--- config.mk ---
export PLATFORM = sky130hd
export DESIGN_NAME = ahb_spi_display_ctrl_flat
export DESIGN_NICKNAME = d
export VERILOG_FILES = /design/src/rtl/ahb_spi_display_ctrl_if.sv /design/src/rtl/ahb_spi_display_ctrl.sv /design/src/flat_wrapper.sv
export SDC_FILE = /design/constraint.sdc
export NUM_CORES = 1
export LEC_CHECK = 0
export CAP_MARGIN = 20
export CORE_AREA = 2 2 122 124
export CTS_BUF_LIST = sky130_fd_sc_hd__clkbuf_16
export CTS_CLUSTER_DIAMETER = 200
export CTS_CLUSTER_SIZE = 25
export DETAILED_ROUTE_END_ITERATION = 8
export DIE_AREA = 0 0 124 126
export PLACE_DENSITY = 0.79
export SYNTH_ARGS = -nofsm -noshare
export SYNTH_HDL_FRONTEND = slang
export SYNTH_SLANG_ARGS = --single-unit
--- constraint.sdc ---
create_clock -name HCLK -period 12.63 [get_ports HCLK]
set_input_delay 1.8945 -clock HCLK [delete_from_list [all_inputs] [get_ports HCLK]]
set_output_delay 1.8945 -clock HCLK [all_outputs]
set_load 0.1 [all_outputs]
--- src/rtl/ahb_spi_display_ctrl_if.sv ---
// AHB-Lite slave-side signal bundle for ahb_spi_display_ctrl.
// The slave modport is used by the controller; the master modport is used by
// whatever drives the bus (decoder/CPU side or a testbench).
interface ahb_spi_display_ctrl_if;
  logic        HSEL;
  logic        HREADY;
  logic [31:0] HADDR;
  logic [1:0]  HTRANS;
  logic        HWRITE;
  logic [31:0] HWDATA;
  logic [31:0] HRDATA;
  logic        HREADYOUT;

  modport slave (
    input  HSEL,
    input  HREADY,
    input  HADDR,
    input  HTRANS,
    input  HWRITE,
    input  HWDATA,
    output HRDATA,
    output HREADYOUT
  );

  modport master (
    output HSEL,
    output HREADY,
    output HADDR,
    output HTRANS,
    output HWRITE,
    output HWDATA,
    input  HRDATA,
    input  HREADYOUT
  );
endinterface

--- src/rtl/ahb_spi_display_ctrl.sv ---
// AHB-Lite slave SPI master for the seven-segment display.
// The CPU pushes 8/16-bit words into a TX FIFO; a frame sequencer shifts them
// out MSB-first (SS active low, SCLK idle high, display samples on SCLK rise)
// and captures spi_miso_i on every rising SCLK edge into RXDATA.
// Optional feature macro: SPI_IRQ_EN adds the spi_IRQ output and CTRL.irq_en.
module ahb_spi_display_ctrl #(
  parameter int FIFO_DEPTH = 4,
  parameter int DIV_RESET  = 7
) (
  input  logic                  HCLK,
  input  logic                  reset,
  ahb_spi_display_ctrl_if.slave ahb,
  output logic                  spi_sclk_o,
  output logic                  spi_ss_o,
  output logic                  spi_mosi_o,
  input  logic                  spi_miso_i
`ifdef SPI_IRQ_EN
  ,
  output logic                  spi_IRQ
`endif
);

  localparam int AW = (FIFO_DEPTH > 1) ? $clog2(FIFO_DEPTH) : 1;
  localparam int CW = $clog2(FIFO_DEPTH) + 1;
  localparam logic [7:0] DIV_RESET_C = 8'(DIV_RESET);
  localparam logic [1:0] A_TXDATA = 2'd0;
  localparam logic [1:0] A_STATUS = 2'd1;
  localparam logic [1:0] A_CTRL   = 2'd2;

  typedef enum logic [2:0] {
    ST_IDLE  = 3'd0,
    ST_SETUP = 3'd1,
    ST_LOW   = 3'd2,
    ST_HIGH  = 3'd3,
    ST_HOLD  = 3'd4,
    ST_GAP   = 3'd5
  } state_e;

  // ---------------------------------------------------------------- bus side
  logic        addr_vld_q;
  logic        addr_wr_q;
  logic [1:0]  addr_q;
  logic        wr_txdata_s;
  logic        wr_ctrl_s;
  logic        rd_status_s;
  logic [31:0] rdata_s;
  logic [31:0] status_s;
  logic [31:0] ctrl_s;

  // control / status registers
  logic [7:0]  clkdiv_q;
  logic        word16_q;
  logic        overflow_q;
  logic        irq_en_s;

  // FIFO
  logic [15:0]   fifo_q [FIFO_DEPTH];
  logic [AW-1:0] wr_ptr_q;
  logic [AW-1:0] rd_ptr_q;
  logic [CW-1:0] count_q;
  logic [CW-1:0] count_d;
  logic          fifo_empty_s;
  logic          fifo_full_s;
  logic          push_s;
  logic          pop_s;
  logic          ovf_set_s;
  logic [15:0]   head_s;

  // frame sequencer
  state_e      state_q;
  logic [7:0]  hcnt_q;
  logic [7:0]  div_q;
  logic [3:0]  bitcnt_q;
  logic [15:0] tx_sh_q;
  logic [15:0] rx_sh_q;
  logic [15:0] rxdata_q;
  logic        sclk_q;
  logic        ss_q;
  logic        mosi_q;
  logic        half_end_s;
  logic        busy_s;

  logic        unused_s;

  // Address phase capture; only a selected non-idle transfer opens a data phase.
  always_ff @(posedge HCLK or posedge reset) begin
    if (reset) begin
      addr_vld_q <= 1'b0;
      addr_wr_q  <= 1'b0;
      addr_q     <= 2'd0;
    end else if (ahb.HREADY) begin
      addr_vld_q <= ahb.HSEL & ahb.HTRANS[1];
      addr_wr_q  <= ahb.HWRITE;
      addr_q     <= ahb.HADDR[3:2];
    end else begin
      addr_vld_q <= addr_vld_q;
      addr_wr_q  <= addr_wr_q;
      addr_q     <= addr_q;
    end
  end

  assign wr_txdata_s = addr_vld_q & addr_wr_q & (addr_q == A_TXDATA);
  assign wr_ctrl_s   = addr_vld_q & addr_wr_q & (addr_q == A_CTRL);
  assign rd_status_s = addr_vld_q & ~addr_wr_q & (addr_q == A_STATUS);

  assign busy_s       = (state_q != ST_IDLE);
  assign fifo_empty_s = (count_q == '0);
  assign fifo_full_s  = (count_q == CW'(FIFO_DEPTH));
  assign head_s       = fifo_q[rd_ptr_q];

  // A full FIFO still accepts a push when the sequencer pops in the same cycle.
  assign pop_s     = (state_q == ST_IDLE) & ~fifo_empty_s;
  assign push_s    = wr_txdata_s & (~fifo_full_s | pop_s);
  assign ovf_set_s = wr_txdata_s & fifo_full_s & ~pop_s;

  assign status_s = {23'h000000, 5'(count_q), overflow_q, fifo_full_s, fifo_empty_s, busy_s};
  assign ctrl_s   = {22'h000000, irq_en_s, word16_q, clkdiv_q};

  // Read data mux driven in the data phase from the registered address.
  always_comb begin
    rdata_s = 32'h0000_0000;
    if (addr_vld_q && !addr_wr_q) begin
      case (addr_q)
        A_TXDATA: rdata_s = {16'h0000, rxdata_q};
        A_STATUS: rdata_s = status_s;
        A_CTRL:   rdata_s = ctrl_s;
        default:  rdata_s = 32'h0000_0000;
      endcase
    end else begin
      rdata_s = 32'h0000_0000;
    end
  end

  assign ahb.HRDATA    = rdata_s;
  assign ahb.HREADYOUT = 1'b1;

  // CTRL fields and the sticky overflow flag (a new overflow wins over a clearing read).
  always_ff @(posedge HCLK or posedge reset) begin
    if (reset) begin
      clkdiv_q   <= DIV_RESET_C;
      word16_q   <= 1'b1;
      overflow_q <= 1'b0;
    end else begin
      if (wr_ctrl_s) begin
        clkdiv_q <= ahb.HWDATA[7:0];
        word16_q <= ahb.HWDATA[8];
      end else begin
        clkdiv_q <= clkdiv_q;
        word16_q <= word16_q;
      end
      if (ovf_set_s) begin
        overflow_q <= 1'b1;
      end else if (rd_status_s) begin
        overflow_q <= 1'b0;
      end else begin
        overflow_q <= overflow_q;
      end
    end
  end

`ifdef SPI_IRQ_EN
  logic irq_en_q;
  logic irq_q;

  // Interrupt enable bit and the registered "queue drained" level interrupt.
  always_ff @(posedge HCLK or posedge reset) begin
    if (reset) begin
      irq_en_q <= 1'b0;
      irq_q    <= 1'b0;
    end else begin
      if (wr_ctrl_s) begin
        irq_en_q <= ahb.HWDATA[9];
      end else begin
        irq_en_q <= irq_en_q;
      end
      irq_q <= irq_en_q & fifo_empty_s & ~busy_s;
    end
  end

  assign irq_en_s = irq_en_q;
  assign spi_IRQ  = irq_q;
`else
  assign irq_en_s = 1'b0;
`endif

  // Next FIFO occupancy from the accepted push and the sequencer pop.
  always_comb begin
    count_d = count_q;
    case ({push_s, pop_s})
      2'b10:   count_d = count_q + CW'(1);
      2'b01:   count_d = count_q - CW'(1);
      default: count_d = count_q;
    endcase
  end

  // TX FIFO storage and pointers; depth is a power of two so pointers wrap naturally.
  always_ff @(posedge HCLK or posedge reset) begin
    if (reset) begin
      for (int i = 0; i < FIFO_DEPTH; i++) begin
        fifo_q[i] <= 16'h0000;
      end
      wr_ptr_q <= '0;
      rd_ptr_q <= '0;
      count_q  <= '0;
    end else begin
      if (push_s) begin
        fifo_q[wr_ptr_q] <= ahb.HWDATA[15:0];
        wr_ptr_q         <= wr_ptr_q + AW'(1);
      end else begin
        wr_ptr_q <= wr_ptr_q;
      end
      if (pop_s) begin
        rd_ptr_q <= rd_ptr_q + AW'(1);
      end else begin
        rd_ptr_q <= rd_ptr_q;
      end
      count_q <= count_d;
    end
  end

  assign half_end_s = (hcnt_q == div_q);

  // Frame sequencer: pops a word, paces each half-period with hcnt and drives registered SPI lines.
  always_ff @(posedge HCLK or posedge reset) begin
    if (reset) begin
      state_q  <= ST_IDLE;
      hcnt_q   <= 8'h00;
      div_q    <= 8'h00;
      bitcnt_q <= 4'h0;
      tx_sh_q  <= 16'h0000;
      rx_sh_q  <= 16'h0000;
      rxdata_q <= 16'h0000;
      sclk_q   <= 1'b1;
      ss_q     <= 1'b1;
      mosi_q   <= 1'b1;
    end else begin
      case (state_q)
        ST_IDLE: begin
          sclk_q <= 1'b1;
          hcnt_q <= 8'h00;
          if (!fifo_empty_s) begin
            // clkdiv and word16 are frozen here for the whole frame.
            div_q   <= clkdiv_q;
            rx_sh_q <= 16'h0000;
            ss_q    <= 1'b0;
            state_q <= ST_SETUP;
            if (word16_q) begin
              bitcnt_q <= 4'd15;
              tx_sh_q  <= head_s;
              mosi_q   <= head_s[15];
            end else begin
              bitcnt_q <= 4'd7;
              tx_sh_q  <= {head_s[7:0], 8'h00};
              mosi_q   <= head_s[7];
            end
          end else begin
            ss_q   <= 1'b1;
            mosi_q <= 1'b1;
          end
        end
        ST_SETUP: begin
          if (half_end_s) begin
            hcnt_q  <= 8'h00;
            sclk_q  <= 1'b0;
            state_q <= ST_LOW;
          end else begin
            hcnt_q <= hcnt_q + 8'd1;
          end
        end
        ST_LOW: begin
          if (half_end_s) begin
            // Rising SCLK: the display latches MOSI, we latch MISO.
            hcnt_q  <= 8'h00;
            sclk_q  <= 1'b1;
            rx_sh_q <= {rx_sh_q[14:0], spi_miso_i};
            state_q <= ST_HIGH;
          end else begin
            hcnt_q <= hcnt_q + 8'd1;
          end
        end
        ST_HIGH: begin
          if (half_end_s) begin
            hcnt_q <= 8'h00;
            if (bitcnt_q == 4'd0) begin
              state_q <= ST_HOLD;
            end else begin
              bitcnt_q <= bitcnt_q - 4'd1;
              tx_sh_q  <= {tx_sh_q[14:0], 1'b0};
              mosi_q   <= tx_sh_q[14];
              sclk_q   <= 1'b0;
              state_q  <= ST_LOW;
            end
          end else begin
            hcnt_q <= hcnt_q + 8'd1;
          end
        end
        ST_HOLD: begin
          if (half_end_s) begin
            hcnt_q   <= 8'h00;
            rxdata_q <= rx_sh_q;
            ss_q     <= 1'b1;
            mosi_q   <= 1'b1;
            state_q  <= ST_GAP;
          end else begin
            hcnt_q <= hcnt_q + 8'd1;
          end
        end
        ST_GAP: begin
          if (half_end_s) begin
            hcnt_q  <= 8'h00;
            state_q <= ST_IDLE;
          end else begin
            hcnt_q <= hcnt_q + 8'd1;
          end
        end
        default: begin
          state_q <= ST_IDLE;
          hcnt_q  <= 8'h00;
          sclk_q  <= 1'b1;
          ss_q    <= 1'b1;
          mosi_q  <= 1'b1;
        end
      endcase
    end
  end

  assign spi_sclk_o = sclk_q;
  assign spi_ss_o   = ss_q;
  assign spi_mosi_o = mosi_q;

  // Bus bits outside the decoded fields.
  assign unused_s = ^{ahb.HADDR[31:4], ahb.HADDR[1:0], ahb.HTRANS[0], ahb.HWDATA[31:9]};

endmodule

--- src/flat_wrapper.sv ---
// flat-port wrapper written by rule: the top's interface ports become plain ports
module ahb_spi_display_ctrl_flat 
#(
  parameter int FIFO_DEPTH = 4,
  parameter int DIV_RESET  = 7
)
  (HCLK, reset, spi_sclk_o, spi_ss_o, spi_mosi_o, spi_miso_i, ahb_HSEL, ahb_HREADY, ahb_HADDR, ahb_HTRANS, ahb_HWRITE, ahb_HWDATA, ahb_HRDATA, ahb_HREADYOUT);
  ahb_spi_display_ctrl_if ahb_i ();
  input  logic HCLK;
  input  logic reset;
  output logic spi_sclk_o;
  output logic spi_ss_o;
  output logic spi_mosi_o;
  input  logic spi_miso_i;
  input wire logic [$bits(ahb_i.HSEL)-1:0] ahb_HSEL;
  input wire logic [$bits(ahb_i.HREADY)-1:0] ahb_HREADY;
  input wire logic [$bits(ahb_i.HADDR)-1:0] ahb_HADDR;
  input wire logic [$bits(ahb_i.HTRANS)-1:0] ahb_HTRANS;
  input wire logic [$bits(ahb_i.HWRITE)-1:0] ahb_HWRITE;
  input wire logic [$bits(ahb_i.HWDATA)-1:0] ahb_HWDATA;
  output wire logic [$bits(ahb_i.HRDATA)-1:0] ahb_HRDATA;
  output wire logic [$bits(ahb_i.HREADYOUT)-1:0] ahb_HREADYOUT;
  assign ahb_i.HSEL = ahb_HSEL;
  assign ahb_i.HREADY = ahb_HREADY;
  assign ahb_i.HADDR = ahb_HADDR;
  assign ahb_i.HTRANS = ahb_HTRANS;
  assign ahb_i.HWRITE = ahb_HWRITE;
  assign ahb_i.HWDATA = ahb_HWDATA;
  assign ahb_HRDATA = ahb_i.HRDATA;
  assign ahb_HREADYOUT = ahb_i.HREADYOUT;
  ahb_spi_display_ctrl #(.FIFO_DEPTH(FIFO_DEPTH), .DIV_RESET(DIV_RESET)) u_core (.HCLK(HCLK), .reset(reset), .ahb(ahb_i), .spi_sclk_o(spi_sclk_o), .spi_ss_o(spi_ss_o), .spi_mosi_o(spi_mosi_o), .spi_miso_i(spi_miso_i));
endmodule
; Yosys cells after proc, flatten, opt, wreduce, memory -nomap -nowiden
; Cells that the tools add are included.
[totals]
inputBits = 72
elab_cells = 140
reg_bits = 158
[classes]
eq_ne = 18
bitwise = 20
add_sub_neg = 6
muxes = 46
reduce_logical = 24
order_cmp = 3
[ops]
columns = op, count
row1 = 2-to-1 mux 16 bit, 6
row2 = bitwise mux 64 bit, 1
row3 = 2-to-1 mux 15 bit, 4
row4 = one-hot mux 16 bit (3 select lines), 1
row5 = binary-select mux 16 bit (select 2 bit), 1
row6 = demux 16 bit (select 2 bit), 1
row7 = one-hot mux 16 bit (2 select lines), 1
row8 = one-hot mux 15 bit (2 select lines), 1
row9 = 2-to-1 mux 3 bit, 7
row10 = one-hot mux 3 bit (6 select lines), 1
row11 = 2-to-1 mux 4 bit, 4
row12 = 2-to-1 mux 8 bit, 2
row13 = 2-to-1 mux 1 bit, 11
row14 = bitwise AND 1 bit, 10
row15 = "!= test 2 x 1 -> 1 bit, second input constant", 5
row16 = "== test 3 bit, second input constant", 3
row17 = "adder 8 x 1 -> 8 bit, second input constant", 1
row18 = == test 8 bit, 1
row19 = one-hot mux 1 bit (4 select lines), 2
row20 = one-hot mux 4 bit (2 select lines), 1
row21 = AND reduction 4 bit, 2
row22 = nonzero test 2 bit, 4
row23 = inverter 1 bit, 7
row24 = "== test 3 x 2 -> 1 bit, second input constant", 2
row25 = other kinds (28), 38

; Depth between registers and ports, before layout
; Gate-level depths: netlist of run 1.
[logic_depth]
word_depth = 7
depth_mapped = 12
ltp_nobuf = 10

; Worst setup path after synthesis of run 1
; OpenSTA, ideal clock, no wires.
[synth_timing]
path_type = reg-to-output
startpoint = register u_core.addr_q[1]
endpoint = output ahb_HRDATA[6]
stages_incl_launch_ff = 5
path_buffers = 2
required_ps = 10736
arrival_ps = 3439
path_slack_ps = 7296
path_cell_list = dfrtp_1 buf_1 buf_1 a211oi_1 a211oi_1
[synth_between]
elab_chain_cells = 3
word_cells_on_any_way = 5
[synth_lines]
columns = element, line
row1 = start: declaration, ahb_spi_display_ctrl.sv:42  ; logic [1:0] addr_q;
row2 = start signal: assignment, ahb_spi_display_ctrl.sv:94  ; addr_q <= ahb.HADDR[3:2];
row3 = start signal: assignment, ahb_spi_display_ctrl.sv:98  ; addr_q <= addr_q;
row4 = "== test 2 bit, or another cell as far along", ahb_spi_display_ctrl.sv:123  ; case (addr_q)
row5 = one-hot mux 16 bit (3 select lines) *, ahb_spi_display_ctrl.sv:123
row6 = 2-to-1 mux 16 bit *, ahb_spi_display_ctrl.sv:122  ; if (addr_vld_q && !addr_wr_q) begin
row7 = end: declaration, flat_wrapper.sv:21  ; output wire logic [$bits(ahb_i.HRDATA)-1:0] ahb_HRDATA;
; Every way passes the cells marked *; elsewhere a longest branch is shown, timed or not.

; Worst setup path in the final report of run 1
[layout_timing]
startpoint = register u_core.addr_q[1]
endpoint = output ahb_HRDATA[10]
; Same word-level chain as after synthesis.

==> results of run 1 <==
-- flip-flops by register name, indices dropped and copies added, names as in the netlist, 2 cells and up --
signal / count
u_core.count_q: 3
u_core.hcnt_q: 8
u_core.clkdiv_q: 8
u_core.div_q: 8
u_core.tx_sh_q: 15
u_core.addr_q: 2
u_core.bitcnt_q: 4
u_core.rx_sh_q: 16
u_core.state_q: 3
u_core.rd_ptr_q: 2
u_core.wr_ptr_q: 2
u_core.fifo_q: 64
u_core.rxdata_q: 16
-- logic make-up after synthesis --
logic type | count (synthesis)
AO/OA/AOI/OAI | 57
XOR/XNOR | 19
adder cells (fa/ha/maj) | 9
buffers and inverters | 72
flip-flops | 158
multiplexers | 142
other | 2
AND/OR/NAND/NOR | 167
-- worst max-delay path, stage by stage, from the launching register on --
cell and delay (ps):
sky130_fd_sc_hd__dfrtp_1 660, sky130_fd_sc_hd__nor3_1 670, sky130_fd_sc_hd__and2_1 220, sky130_fd_sc_hd__clkdlybuf4s50_1 1130
-- per-layer routing --
| layer | GRT usage [%] | up-vias |
|---|---|---|
| li1 | - | 2271 |
| met3 | 4.982 | 31 |
| met5 | 0 | - |
| met4 | 9.451 | 0 |
| met2 | 36.94 | 146 |
| met1 | 27.44 | 2538 |
-- cell type report --
| type | instances | area [sq um] | share of cell area (%) |
|---|---|---|---|
| Timing Repair Buffer | 47 | 480.5 | 5.491 |
| Inverter | 22 | 87.58 | 1.001 |
| Clock buffer | 17 | 425.4 | 4.862 |
| Clock inverter | 15 | 131.4 | 1.502 |
| Tap cell | 184 | 230.2 | 2.631 |
| Multi-Input combinational cell | 411 | 3432 | 39.22 |
| Sequential cell | 158 | 3963 | 45.29 |
-- metrics by stage --
step           setup WS [ps]  instances  instance area (sq um)
3_5_place_dp            8056        821                   8165
6_report                7615        854                   8750
3_3_place_gp            8093        821                   8165
5_1_grt                 7441        854                   8750
2_1_floorplan           6484        641                   7772
4_1_cts                 7588        853                   8722
-- where the power goes --
group / internal, mW / switching [mW] / total [mW]
Sequential: 0.655 / 0.139 / 0.794
Combinational: 0.275 / 0.288 / 0.563
Clock: 0.285 / 0.200 / 0.485
-- cell usage in the layout (no fill, tap or decap), types with 6 or more instances in the layout --
cell / n
sky130_fd_sc_hd__and3_1: 11
sky130_fd_sc_hd__a21oi_1: 7
sky130_fd_sc_hd__dfstp_2: 7
sky130_fd_sc_hd__mux2i_1: 16
sky130_fd_sc_hd__o22ai_1: 13
sky130_fd_sc_hd__nand2b_1: 9
sky130_fd_sc_hd__clkdlybuf4s50_1: 43
sky130_fd_sc_hd__conb_1: 17
sky130_fd_sc_hd__a221o_1: 6
sky130_fd_sc_hd__nand2_1: 49
sky130_fd_sc_hd__clkbuf_16: 17
sky130_fd_sc_hd__and2_1: 8
sky130_fd_sc_hd__dfrtp_1: 151
sky130_fd_sc_hd__mux2_2: 103
sky130_fd_sc_hd__o21ai_0: 10
sky130_fd_sc_hd__nor4_1: 6
sky130_fd_sc_hd__xor2_1: 15
sky130_fd_sc_hd__nor3_1: 20
sky130_fd_sc_hd__nor2_1: 34
sky130_fd_sc_hd__nand3_1: 8
sky130_fd_sc_hd__mux4_2: 23
sky130_fd_sc_hd__inv_1: 22
sky130_fd_sc_hd__ha_1: 8
-- final timing paths --
kind / from / to / slack [ps] / cells past startpoint
setup reg to reg: u_core.state_q[1]$_DFFE_PP0P_ / u_core.count_q[2]$_DFFE_PP0P_ / 9550 / 10
max in group asynchronous: reset / u_core.clkdiv_q[2]$_DFFE_PP1P_ / 9400 / 4
hold reg to reg: u_core.rxdata_q[11]$_DFFE_PP0P_ / u_core.rxdata_q[11]$_DFFE_PP0P_ / 500 / 1
hold / removal: u_core.rxdata_q[11]$_DFFE_PP0P_ / u_core.rxdata_q[11]$_DFFE_PP0P_ / 500 / 1
setup / recovery: u_core.addr_q[1]$_DFFE_PP0P_ / ahb_HRDATA[10] / 7620 / 3
min in group asynchronous: reset / u_core.hcnt_q[1]$_DFF_PP0_ / 1930 / 2
==> results.toml, run 1 <==
[flow_run]
cap_violations = 0

[final_layout]
fillCellCount = 1122
utilization_pct = 61.13
final_layout_size_suffix_gt1_share_pct = 26.57
layout-area-overhead-vs-synth_pct = 13.39
num_antenna_cells = 0
finish.net_count = 738

[cts]
clkLatencyLatePin_ps = 440
cts-buffers-inserted = 17
clock_slew_seen_by_the_registers_of_the_worst_setup_and_hold_paths_ps = 60
post_cts_hold_buffer_count = 0
cts_resized = 0
cts_tree = "yes"
clkSinkCount = 158
cts_max_path_buffers = 2
cts.repair_timing.setup_buffer_count = 0
maximum_level_of_the_cts_h_tree = 4
clk_root_buffer_cell = "sky130_fd_sc_hd__clkbuf_16"

[global_routing]
gr-usage-all-layers_pct = 22.07
overflow = 0
antenna_found_initial = 0
global_route_wire_length_before_repair_um = 26080
grt_pass1_vias = 5169
grt_max_degree = 90

[timing]
finalSetupViolCount = 0
finalSetupTns_ps = 0
fin_skew_ps = 6.607
maxSlewHeadroom_pct = 33.00
total_count_of_hold_check_failures_in_the_final_report = 0
max_slew_violation_count = 0
max_clock_freq_ghz = 0.1994
timing.final.crit_share_pct = 39.71
fin_hold_ws_ps = 498.3
worst-slew-pin-transition_ps = 997.4
unrepaired_setup_endpoints_after_global_routing = "false"
min_period_ps = 5015

[power_and_ir_drop]
pwr_density_cell_nw_per_um2 = 210.5
p_leak_nw = 3.861
peak_vdd_ir_mv = 0.1165
total_power_mw = 1.842

[synthesis]
asyncSetResetFlopFracSynth_pct = 100.0
synthesis.area_per_instance_sq_um = 12.33
synth_top_flop_cell = "sky130_fd_sc_hd__dfrtp_1"
synth_enable_flop_cells = 0
synth_commonest_cells = "151 x sky130_fd_sc_hd__dfrtp_1, 103 x sky130_fd_sc_hd__mux2_2, 49 x sky130_fd_sc_hd__nand2_1, 34 x sky130_fd_sc_hd__nor2_1, 23 x sky130_fd_sc_hd__mux4_2"
yosys_register_bits = 158
netlist.top_cell.by_area = "sky130_fd_sc_hd__dfrtp_1"
synth_area_in_xor_xnor_pct = 2.157
synth-seq-area-share_pct = 51.35
synth.yosys.warnings = 0
syn_inst = 626
synth_area_in_compound_gates_pct = 5.221
synth-adder-area-share_pct = 1.557
post_synth_num_cell_types = 57
proportion_of_synthesized_area_in_mux_cells_pct = 23.82
mappedNetlistArea_sq_um = 7716
share_of_yosys_cell_area_claimed_by_the_top_area_cell_type_pct = 48.97
post-synth-top-count-cell = "sky130_fd_sc_hd__dfrtp_1"
synth.top_cells.by_area = "sky130_fd_sc_hd__dfrtp_1 49%, sky130_fd_sc_hd__mux2_2 15%, sky130_fd_sc_hd__mux4_2 6.7%, sky130_fd_sc_hd__dfstp_2 2.4%, sky130_fd_sc_hd__nand2_1 2.4%"
post_synth_and_or_nand_nor_area_fraction_pct = 10.90
synth_top_family_by_area = "multiplexers"

[drt]
routed_vias = 4986
drt-met1-wl_um = 6790
drt_iter0_markers = 410
wire_per_inst_um = 18.54
post-route-drc-count = 0
antenna_violating_nets_post_route = 0
via_per_inst = 5.838
met2WireLength_um = 7960
drt_first_pass_iters = 5
top_layer = "met4"
route.final.wire_length_um = 15830
route.met3.wl_um = 704

[die]
io_pins = 108
fp.coreArea_sq_um = 14310
floorplan.initialDensity_pct = 53.91
dieWidth_um = 124
fp.dieArea_sq_um = 15620
row_count = 44
die_height_um = 126

[critical_path]
cp-start-kind = "flip-flop"
critPathCaptureType = "output port"
worst_ep_arrival_time_ps = 3120
cp.required_ps = 10740
critical_path_class = "flip-flop to output port"
critical_path_peak_fanout = 20

[hold_path]
worstHoldPathType = "flip-flop to flip-flop"

[place]
hpwlAfterDp_um = 10520
globalplace.congestion = 0.8254
placement.io_buffers = 43

[run_status]
outcome = "finished, final reports clean"
Note: power is estimated with default switching activity, not from simulation.
==> run 2, diff against run 1 <==
==> constraint.sdc (replaced) <==
create_clock -name HCLK -period 4.7 [get_ports HCLK]
set_input_delay 0.705 -clock HCLK [delete_from_list [all_inputs] [get_ports HCLK]]
set_output_delay 0.705 -clock HCLK [all_outputs]
set_load 0.1 [all_outputs]
==> run 2 against run 1 <==
Sequential power rose to 2.7 times the previous value. Sequential cell count unchanged. Clock skew decreased by 1.4 ps. Critical path depth is the same. Global-route usage up 0.29 points. Power rose to 2.7 times the previous value. First-iteration DRC count shrank 17%. Combinational power rose to 2.7 times the previous value. Critical endpoint is now ahb_HRDATA[9]. Largest power group unchanged.
==> results.toml, run 2 (synthesis gave the netlist of run 1 again) <==
[run_status]
outcome = "finished, final reports clean"

[cts]
cts.repair_timing.setup_buffer_count = 0
clkLatencyLatePin_ps = 430
clk_root_buffer_cell = "sky130_fd_sc_hd__clkbuf_16"
post_cts_hold_buffer_count = 0
clock_slew_seen_by_the_registers_of_the_worst_setup_and_hold_paths_ps = 60
cts_resized = 0
maximum_level_of_the_cts_h_tree = 4
cts_max_path_buffers = 2
clkSinkCount = 158
cts_tree = "yes"
cts-buffers-inserted = 17

[timing]
finalSetupViolCount = 0
maxSlewHeadroom_pct = 35.44
fin_hold_ws_ps = 498.2
min_period_ps = 3826
worst-slew-pin-transition_ps = 965.3
finalWorstSetupSlack_ps = 874.1
fin_skew_ps = 5.229
finalSetupTns_ps = 0
total_count_of_hold_check_failures_in_the_final_report = 0
max_clock_freq_ghz = 0.2614
timing.final.crit_share_pct = 81.40
max_slew_violation_count = 0
unrepaired_setup_endpoints_after_global_routing = "false"

[place]
hpwlAfterDp_um = 10730
globalplace.congestion = 0.8116
dp_cells = 822
placement.io_buffers = 43
detailedPlace.worstSlack_ps = 1298

[power_and_ir_drop]
pwr_density_cell_nw_per_um2 = 565.9
total_power_mw = 4.939
peak_vdd_ir_mv = 0.3792
p_leak_nw = 3.856

[global_routing]
grt_max_degree = 121
antenna_found_initial = 0
grt_pass1_vias = 5246
overflow = 0
gr-usage-all-layers_pct = 22.37
global_route_wire_length_before_repair_um = 26630

[drt]
antenna_violating_nets_post_route = 0
routed_vias = 4957
drt_first_pass_iters = 5
drt_iter0_markers = 341
wire_per_inst_um = 18.76
post-route-drc-count = 0
via_per_inst = 5.804
route.final.wire_length_um = 16020

[critical_path]
r2r.worst_path.cells = 5
critical_path_peak_fanout = 20
r2r_start = "u_core.hcnt_q[5]$_DFF_PP0_"
worst_ep_arrival_time_ps = 3120
critical_path.top_delay_family = "buffers and inverters"
worstPathBufferInverterCount = 1
worstPathCellList = "nor3_1 > and2_1 > clkdlybuf4s50_1"
cp-start-kind = "flip-flop"
setup.worst_path.end = "ahb_HRDATA[9]"
cp.depth = 3
cp.required_ps = 3990
critical_path_class = "flip-flop to output port"
cpMaxStageDelayCell = "sky130_fd_sc_hd__clkdlybuf4s50_1"
rrSetupSlack_ps = 1560
critical_path.reg2reg.endpoint = "u_core.rxdata_q[5]$_DFFE_PP0P_"
critical_path.startpoint = "u_core.addr_q[1]$_DFFE_PP0P_"
critical_path.max_stage_delay_ps = 1130
critPathCaptureType = "output port"

[final_layout]
final_layout_size_suffix_gt1_share_pct = 25.82
layout_commonest_cell = "sky130_fd_sc_hd__dfrtp_1"
layout-area-overhead-vs-synth_pct = 13.12
largest_register_ffs = 64
fillCellCount = 1131
biggestRegsByFlops = "u_core.fifo_q x64, u_core.rx_sh_q x16, u_core.rxdata_q x16"
stdcell_count = 854
num_antenna_cells = 0
finish.net_count = 738
most_frequent_cells_in_the_layout = "151 x sky130_fd_sc_hd__dfrtp_1, 103 x sky130_fd_sc_hd__mux2_2, 49 x sky130_fd_sc_hd__nand2_1, 43 x sky130_fd_sc_hd__clkdlybuf4s50_1, 34 x sky130_fd_sc_hd__nor2_1"
registers.top_by_ff_count = "u_core.fifo_q"

[die]
floorplan.initialDensity_pct = 53.91
io_pins = 108
fp.dieArea_sq_um = 15620
row_count = 44
die_height_um = 126
dieWidth_um = 124
fp.coreArea_sq_um = 14310

[hold_path]
hold-path-cell-count = 1
worstHoldPathType = "flip-flop to flip-flop"

[flow_run]
cap_violations = 0
==> run 2: cell count changes in the layout (fill, tap and decap cells not counted) <==
cell / previous run / this run
sky130_fd_sc_hd__clkinv_1: 3 / 5
sky130_fd_sc_hd__inv_1: 22 / 25
sky130_fd_sc_hd__inv_6: 1 / 0
sky130_fd_sc_hd__buf_16: 1 / 0
sky130_fd_sc_hd__clkinv_2: 5 / 2
sky130_fd_sc_hd__clkinv_4: 1 / 0
sky130_fd_sc_hd__buf_12: 0 / 1
==> run 2: layout make-up <==
| type | instances | area (sq um) | share of cell area [%] |
|---|---|---|---|
| flip-flops and latches | 158 | 3963 | 45.40 |
| multi-input cells | 411 | 3432 | 39.32 |
| repair buffers | 47 | 473.0 | 5.419 |
| clock buffers | 17 | 425.4 | 4.874 |
| well taps | 184 | 230.2 | 2.638 |
| clock inverters | 15 | 118.9 | 1.362 |
| inverters | 22 | 86.33 | 0.9891 |
==> run 2: worst min path at each step <==
stage          slack (ps)                         endpoint                       startpoint
2_1_floorplan         450      u_core.div_q[3]$_DFFE_PP0P_   u_core.clkdiv_q[3]$_DFFE_PP0P_
3_5_place_dp          480      u_core.div_q[2]$_DFFE_PP0P_      u_core.div_q[2]$_DFFE_PP0P_
4_1_cts               500      u_core.div_q[2]$_DFFE_PP0P_      u_core.div_q[2]$_DFFE_PP0P_
3_3_place_gp          480  u_core.rxdata_q[14]$_DFFE_PP0P_  u_core.rxdata_q[14]$_DFFE_PP0P_
6_report              500  u_core.rxdata_q[14]$_DFFE_PP0P_  u_core.rxdata_q[14]$_DFFE_PP0P_
5_1_grt               510   u_core.rxdata_q[9]$_DFFE_PP0P_   u_core.rxdata_q[9]$_DFFE_PP0P_
==> run 2: where the power goes <==
part           leakage, nW  internal (mW)  switching [mW]
logic                 1.65          0.741           0.774
clock network        0.279          0.760           0.528
registers             1.92           1.76           0.377
==> run 2: through the flow <==
step           utilization [%]  instance area [sq um]
4_1_cts                  60.98                   8728
3_3_place_gp             57.18                   8184
5_1_grt                  60.98                   8728
2_1_floorplan                -                   7776
3_5_place_dp             57.18                   8184
6_report                 60.98                   8728
==> run 2: routing by layer <==
metal | up-vias | wire (um) | track usage (%) | part of all wire, %
met3 | 32 | 658 | 4.755 | 4.1
li1 | 2261 | - | - | -
met2 | 125 | 8079 | 36.68 | 50
met4 | 0 | 376 | 9.518 | 2.3
met5 | - | 0 | 0 | 0
met1 | 2539 | 6910 | 28.74 | 43
==> run 2: worst reg2reg max path, cell delays in order (launching register included) <==
cell and delay, ps:
sky130_fd_sc_hd__dfrtp_1 440, sky130_fd_sc_hd__xor2_1 160, sky130_fd_sc_hd__nor4_1 430, sky130_fd_sc_hd__and3_1 720
sky130_fd_sc_hd__nand3_1 750, sky130_fd_sc_hd__mux2_2 530
